--- src/rtl/fetch_stage.sv ---
// fetch_stage: instruction-fetch stage of the pipelined ARM64 core.
//
// Owns the program counter and the IF/ID pipeline register. The PC drives
// the instruction-memory address directly; the fetched word and its PC are
// captured into IF/ID on each rising edge unless the hazard unit stalls,
// a later stage redirects, or a halt request parks the stage.
//
// Ports:
//   clk          system clock, all state updates on the rising edge
//   reset        asynchronous, active-high reset
//   stall        hold PC and IF/ID contents
//   redirect     load redirect_pc and squash IF/ID
//   redirect_pc  target PC for redirect (low two bits ignored)
//   halt         stop fetching after the current cycle
//   imem_addr    instruction-memory address, always equal to the PC
//   imem_rdata   instruction at imem_addr, same-cycle combinational memory
//   if_id_pc     PC of the instruction held in IF/ID
//   if_id_instr  instruction held in IF/ID
//   if_id_valid  IF/ID holds a real instruction (0 = bubble)
//   halted       high while the stage is parked in HALT
module fetch_stage #(
    parameter logic [63:0] RESET_PC = 64'h0,
    parameter int          INSTR_W  = 32
) (
    input  logic               clk,
    input  logic               reset,
    input  logic               stall,
    input  logic               redirect,
    input  logic [63:0]        redirect_pc,
    input  logic               halt,
    output logic [63:0]        imem_addr,
    input  logic [INSTR_W-1:0] imem_rdata,
    output logic [63:0]        if_id_pc,
    output logic [INSTR_W-1:0] if_id_instr,
    output logic               if_id_valid,
    output logic               halted
);

    typedef enum logic [1:0] {
        BOOT = 2'd0,
        RUN  = 2'd1,
        HALT = 2'd2
    } state_t;

    // Instructions are word aligned, so any loaded PC has its low bits cleared.
    function automatic logic [63:0] align_pc(input logic [63:0] addr);
        return addr & ~64'd3;
    endfunction

    localparam logic [63:0] RESET_PC_ALIGNED = RESET_PC & ~64'd3;

    state_t             state;
    logic [63:0]        pc_p0;
    logic [63:0]        pc_p1;
    logic [INSTR_W-1:0] instr_p1;
    logic               vld_p1;

    // ---- stage p0: program counter / instruction-memory address ----
    assign imem_addr = pc_p0;

    always_ff @(posedge clk or posedge reset) begin
        if (reset) begin
            state    <= BOOT;
            halted   <= 1'b0;
            pc_p0    <= RESET_PC_ALIGNED;
            pc_p1    <= '0;
            instr_p1 <= '0;
            vld_p1   <= 1'b0;
        end else begin
            case (state)
                // One settling cycle after reset; only a redirect may move the PC.
                BOOT: begin
                    state <= RUN;
                    if (redirect) begin
                        pc_p0 <= align_pc(redirect_pc);
                    end
                end

                RUN: begin
                    if (redirect) begin
                        // A flush overrides a concurrent stall.
                        pc_p0    <= align_pc(redirect_pc);
                        pc_p1    <= '0;
                        instr_p1 <= '0;
                        vld_p1   <= 1'b0;
                    end else if (stall) begin
                        // Everything holds, including a bubble already in IF/ID.
                    end else if (halt) begin
                        vld_p1 <= 1'b0;
                        state  <= HALT;
                        halted <= 1'b1;
                    end else begin
                        pc_p1    <= pc_p0;
                        instr_p1 <= imem_rdata;
                        vld_p1   <= 1'b1;
                        pc_p0    <= pc_p0 + 64'd4;
                    end
                end

                // Parked: stall and halt are ignored, only a redirect restarts fetch.
                HALT: begin
                    if (redirect) begin
                        pc_p0  <= align_pc(redirect_pc);
                        state  <= RUN;
                        halted <= 1'b0;
                    end
                end

                default: begin
                    state  <= BOOT;
                    halted <= 1'b0;
                    vld_p1 <= 1'b0;
                end
            endcase
        end
    end

    // ---- stage p1: IF/ID register presented to decode ----
    assign if_id_pc    = pc_p1;
    assign if_id_instr = instr_p1;
    assign if_id_valid = vld_p1;

endmodule

--- config.mk ---
export PLATFORM = sky130hd
export DESIGN_NAME = fetch_stage
export DESIGN_NICKNAME = d
export VERILOG_FILES = /design/src/rtl/fetch_stage.sv
export SDC_FILE = /design/constraint.sdc
export NUM_CORES = 1
export LEC_CHECK = 0
export ABC_AREA = 1
export BUFFER_PORTS_ARGS = -buffer_cell sky130_fd_sc_hd__clkbuf_2
export CAP_MARGIN = 20
export CORE_ASPECT_RATIO = 0.6
export CORE_UTILIZATION = 30
export DETAILED_ROUTE_END_ITERATION = 6
export GPL_ROUTABILITY_DRIVEN = 0
export HOLD_SLACK_MARGIN = 0.12
export SETUP_SLACK_MARGIN = 0.5
export SYNTH_ARGS = -nofsm -noshare
export SYNTH_HDL_FRONTEND = slang
export SYNTH_SLANG_ARGS = --single-unit
--- constraint.sdc ---
create_clock -name clk -period 7.6 [get_ports clk]
set_input_delay 0.76 -clock clk [delete_from_list [all_inputs] [get_ports clk]]
set_output_delay 0.76 -clock clk [all_outputs]
set_load 0.005 [all_outputs]
* Word-level counts from Yosys, hierarchy flattened
Index checks and enable logic that the tools add are counted.
** Word-level totals
- Register bits after elaboration :: 164
- Bits of input ports :: 101
- Output and inout bits :: 162
- Word-level logic and storage cells :: 53
** Operators by class
- $add $sub $neg :: 1
- Equality and inequality tests :: 11
- Multiplexer cells :: 25
- Bitwise logic cells :: 2
- Reduce and logical (&&, ||, !) cells :: 8
** Operators by type and width (count)
- two-way mux 64 bit :: 7
- case mux 64 bit (2 select lines) :: 1
- two-way mux 32 bit :: 3
- adder 64 x 3 -> 64 bit, second input constant :: 1
- != test 2 bit, second input constant :: 5
- two-way mux 2 bit :: 4
- AND reduction 4 bit :: 2
- two-way mux 1 bit :: 7
- != test 3 bit, second input constant :: 2
- case mux 2 bit (3 select lines) :: 1
- AND reduction 5 bit :: 1
- != test 2 x 1 -> 1 bit, second input constant :: 2
- case mux 1 bit (3 select lines) :: 1
- AND reduction 3 bit :: 1
- equality test 2 x 1 -> 1 bit, second input constant :: 1
- equality test 2 bit, second input constant :: 1
- zero test 2 bit :: 1
- inverter 1 bit :: 2
- case mux 1 bit (2 select lines) :: 1
- AND reduction 2 bit :: 1
- nonzero test 2 bit :: 1
- OR reduction 2 bit :: 1

* Longest topological paths before layout
- Depth after elaboration :: 5
- Mapped depth :: 12
- Depth with buffers taken out :: 12

* Worst setup path before layout
Ideal clock, no wire load.
- Path type :: input -> register
- Start point :: input stall
- End point :: register pc_p0[20], in the netlist imem_addr[20]
- Setup time :: 0.117 ns
- Arrival time :: 1.767 ns
- Data required time :: 7.483 ns
- Slack :: 5.716 ns
- Stages on the path :: 8
- Buffers on the path :: 1
- Cells stage by stage :: inv_1 -> nor2_2 -> nor2_4 -> a21oi_4 -> clkbuf_1 -> nor2_1 -> o21ai_1 -> inv_1
** Between the ends
- Longest elaborated chain between the ends :: 2
** RTL lines
- start, declared :: RTL line 27 : input logic stall,
- != test 3 bit (no source line)
- AND reduction 4 bit (no source line)
- end signal, assigned :: RTL line 75 : pc_p0 <= align_pc(redirect_pc);
- end signal, assigned :: RTL line 82 : pc_p0 <= align_pc(redirect_pc);
- end signal, assigned :: RTL line 96 : pc_p0 <= pc_p0 + 64'd4;
- end, declared :: RTL line 53 : logic [63:0] pc_p0;
Every way passes these cells.
A chain may end at the register's enable or synchronous reset.

* Worst setup path in the final report
- Start point :: register state[0]
- End point :: register pc_p0[33], in the netlist imem_addr[33]
** Between the ends
- Longest elaborated chain between the ends :: 4
- Elaborated cells on any way between the ends :: 10
- Classes of those cells :: eq/ne (5); mux (1); reduce/logical (4)
** RTL lines
- start, declared :: RTL line 52 : state_t state;
- start signal, assigned :: RTL line 63 : state <= BOOT;
- start signal, assigned :: RTL line 73 : state <= RUN;
- start signal, assigned :: RTL line 90 : state <= HALT;
- equality test 2 bit / zero test 2 bit (equally long branches) :: RTL line 70 : case (state)
- OR reduction 2 bit (no source line)
- != test 2 x 1 -> 1 bit (no source line) / nonzero test 2 bit (equally long branches)
- AND reduction 4 bit (no source line)
Several ways; a longest one is shown, not always the timed one.

==> flow_metrics.tcl <==
set metrics [dict create \
    dr_total_vias 10152 \
    overflow 0 \
    via_per_inst 5.06 \
    row_count 49 \
    design_power_total_mw 4.57 \
    seq_area_frac_synth 0.434 \
    worst_ir_drop_vdd_mv 0.171 \
    initial_core_util 0.307 \
    cts.clk_slew.worst_paths_ps 70 \
    cts_htree_levels 4 \
    total_clock_buffers_created_by_cts 17 \
    cts-root-buf "clkbuf_16" \
    wirelength_mm 34.7 \
    full_die_area_um2 31600 \
    coreArea_um2 30200 \
    postCtsResizedCells 0 \
    period_needed_ps 3480 \
    rsz0062_at_grt "no" \
    global_route_wire_length_before_repair_mm 54.8 \
    drive_gt1_frac 0.201 \
    clockBufferDepth 2 \
    required_ps 7990 \
    final_nets 1688 \
    chipHeight_um 138 \
    netlist.area_leader.share 0.434 \
    post_route_skew_ps 10.2 \
    post_cts_hold_buffer_count 0 \
    static-leakage-power_nw 5.97 \
    drtAntennaViolNets 0 \
    tritoncts "built" \
    fmax_ghz 0.287 \
    cap_violations 0 \
    via_count_of_the_first_global_routing_pass 9462 \
    finalSetupTns_ps 0 \
    detail_route.drc_violations 0 \
    powerDensity_nw_per_um2 397 \
    floorplan.die.width_um 229 \
    yosysWarningCount 0 \
    clock_insertion_delay_worst_skew_ps 450 \
    timing_max_transition_violations_final 0 \
    syn_to_final_growth_pct 23.9 \
    crit_share_post_route 0.458 \
    worstSetupPathType "reg -> reg" \
    grt_antenna_before_repair 0 \
    cts.sink_count 161 \
    timing.critical_path.to_type "flip-flop" \
    synth_enable_flop_cells 0 \
    synth_top_flop_cell "dfrtp_1" \
    grt_start_max_net_pins 96 \
    status "completed" \
    hold_violations 0 \
    async_flop_share 1.00 \
    critical_path_arrival_ps 3860 \
    slew_headroom 0.249 \
    synth_cell_types 31 \
    maximum_net_fanout_on_the_critical_path 95 \
    syn-instance-count 1370 \
    portBuffers 258 \
    wl_cell_um 17.3 \
    yosys_register_bits 161 \
    post_synth.cell_area_avg_um2 6.77 \
    final.hold.worst_slack_ps 431 \
    post_synth_instance_area_um2 9280 \
    yosys.area.top_type "dfrtp_1" \
    final-setup-viol-count 0 \
    worst_setup_path_start_kind "flip-flop" \
    cts.repair_timing.setup_buffer_count 0 \
    top_cells_by_count_synth "426 x nand2_1, 196 x nor2_1, 163 x nand3_1" \
    detailedRoute.firstPassIterationCount 5 \
    num_io_pins 263 \
    drt-initial-drc-count 981 \
    synth.top_cells.by_area "dfrtp_1 43%, nand2_1 17%, nand3_1 8.8%" \
    hold_path_class "in -> async" \
    tightest_slew_ps 1130 \
    global_route.usage.total 0.222 \
    post-synth-top-count-cell "nand2_1" \
    place_hpwl_mm 24.7 \
]
cell families (layout without fill, tap and decap cells):
kind of cell	Yosys count	count (layout)	synth area share
flip-flops	161	161	0.434
other	1	3	0.000404
AND/OR/NAND/NOR	831	831	0.372
buffers and inverters	172	399	0.0737
adder cells (fa/ha/maj)	1	1	0.00135
XOR/XNOR	9	9	0.00850
AO/OA/AOI/OAI	195	195	0.110
per-stage QoR:
| step | utilization | cells | cell area, um2 | worst slack, ps |
|---|---|---|---|---|
| 6_report | 0.381 | 2007 | 11500 | 4120 |
| 4_1_cts | 0.381 | 2006 | 11500 | 4130 |
| 3_5_place_dp | 0.360 | 1975 | 10900 | 3800 |
| 5_1_grt | 0.381 | 2006 | 11500 | 3760 |
| 2_1_floorplan | - | 1371 | 9280 | 2490 |
| 3_3_place_gp | 0.360 | 1975 | 10900 | 3880 |
layout make-up:
| type | count | area [um2] |
|---|---|---|
| clock inverters | 9 | 155 |
| flip-flops and latches | 161 | 4030 |
| multi-input cells | 1038 | 4580 |
| diodes | 1 | 2.50 |
| well taps | 408 | 510 |
| fillers | 3297 | 18700 |
| inverters | 102 | 389 |
| clock buffers | 22 | 474 |
| repair buffers | 266 | 1350 |
path summary, 6_finish.rpt:
check	start	endpoint	cells past startpoint	slack, ps
setup / recovery	state[0]	imem_addr[33]	10	4120
hold / removal	reset	if_id_instr[21]	2	430
setup reg to reg	state[0]	imem_addr[33]	10	4120
hold reg to reg	if_id_pc[15]	if_id_pc[15]	2	510
max in group asynchronous	reset	imem_addr[11]	3	6030
min in group clk	if_id_pc[15]	if_id_pc[15]	2	510
registers in the layout (all words and copies together) (netlist names):
signal,flops
if_id_pc,63
state,2
halted,1
if_id_valid,1
if_id_instr,32
imem_addr,62
power by group:
| part | internal, mW | total, mW | switching (mW) |
|---|---|---|---|
| sequential | 1.26 | 1.76 | 0.502 |
| combinational | 0.682 | 1.85 | 1.17 |
| clock | 0.574 | 0.951 | 0.377 |
| total | 2.52 | 4.57 | 2.05 |
layer usage:
| metal | global-route usage | wire length, um | up-vias |
|---|---|---|---|
| li1 | - | - | 4840 |
| met1 | 0.338 | 17200 | 4870 |
| met2 | 0.304 | 14000 | 425 |
| met3 | 0.0683 | 3220 | 17 |
| met4 | 0.0442 | 299 | 0 |
| met5 | 0 | 0 | - |
critical path, cell delays in order, from the launching register on:
cell and delay (ps):
dfrtp_1 410, inv_2 100, nor2_1 320, nand2_4 590
nor2_4 320, a21oi_4 40, buf_4 340, inv_2 790
o21ai_0 190, o21bai_1 210, nand2_1 80
cells in the final DEF (no fill, tap or decap), types with 3 or more instances in the layout:
cell / n
nor2_4: 5
nor2_1: 195
a21oi_1: 37
clkbuf_2: 258
inv_2: 3
clkbuf_8: 3
nand4_1: 19
nor3_1: 7
nor2_2: 7
o21bai_1: 5
o22ai_1: 5
clkbuf_16: 17
dfrtp_1: 161
nand3_1: 163
xor2_1: 9
nand2_2: 4
nand2_1: 426
clkinvlp_4: 4
o21ai_0: 130
inv_1: 97
bufinv_16: 4
o21ai_1: 13
buf_4: 8
No activity file was read; power rests on OpenSTA's default activity.
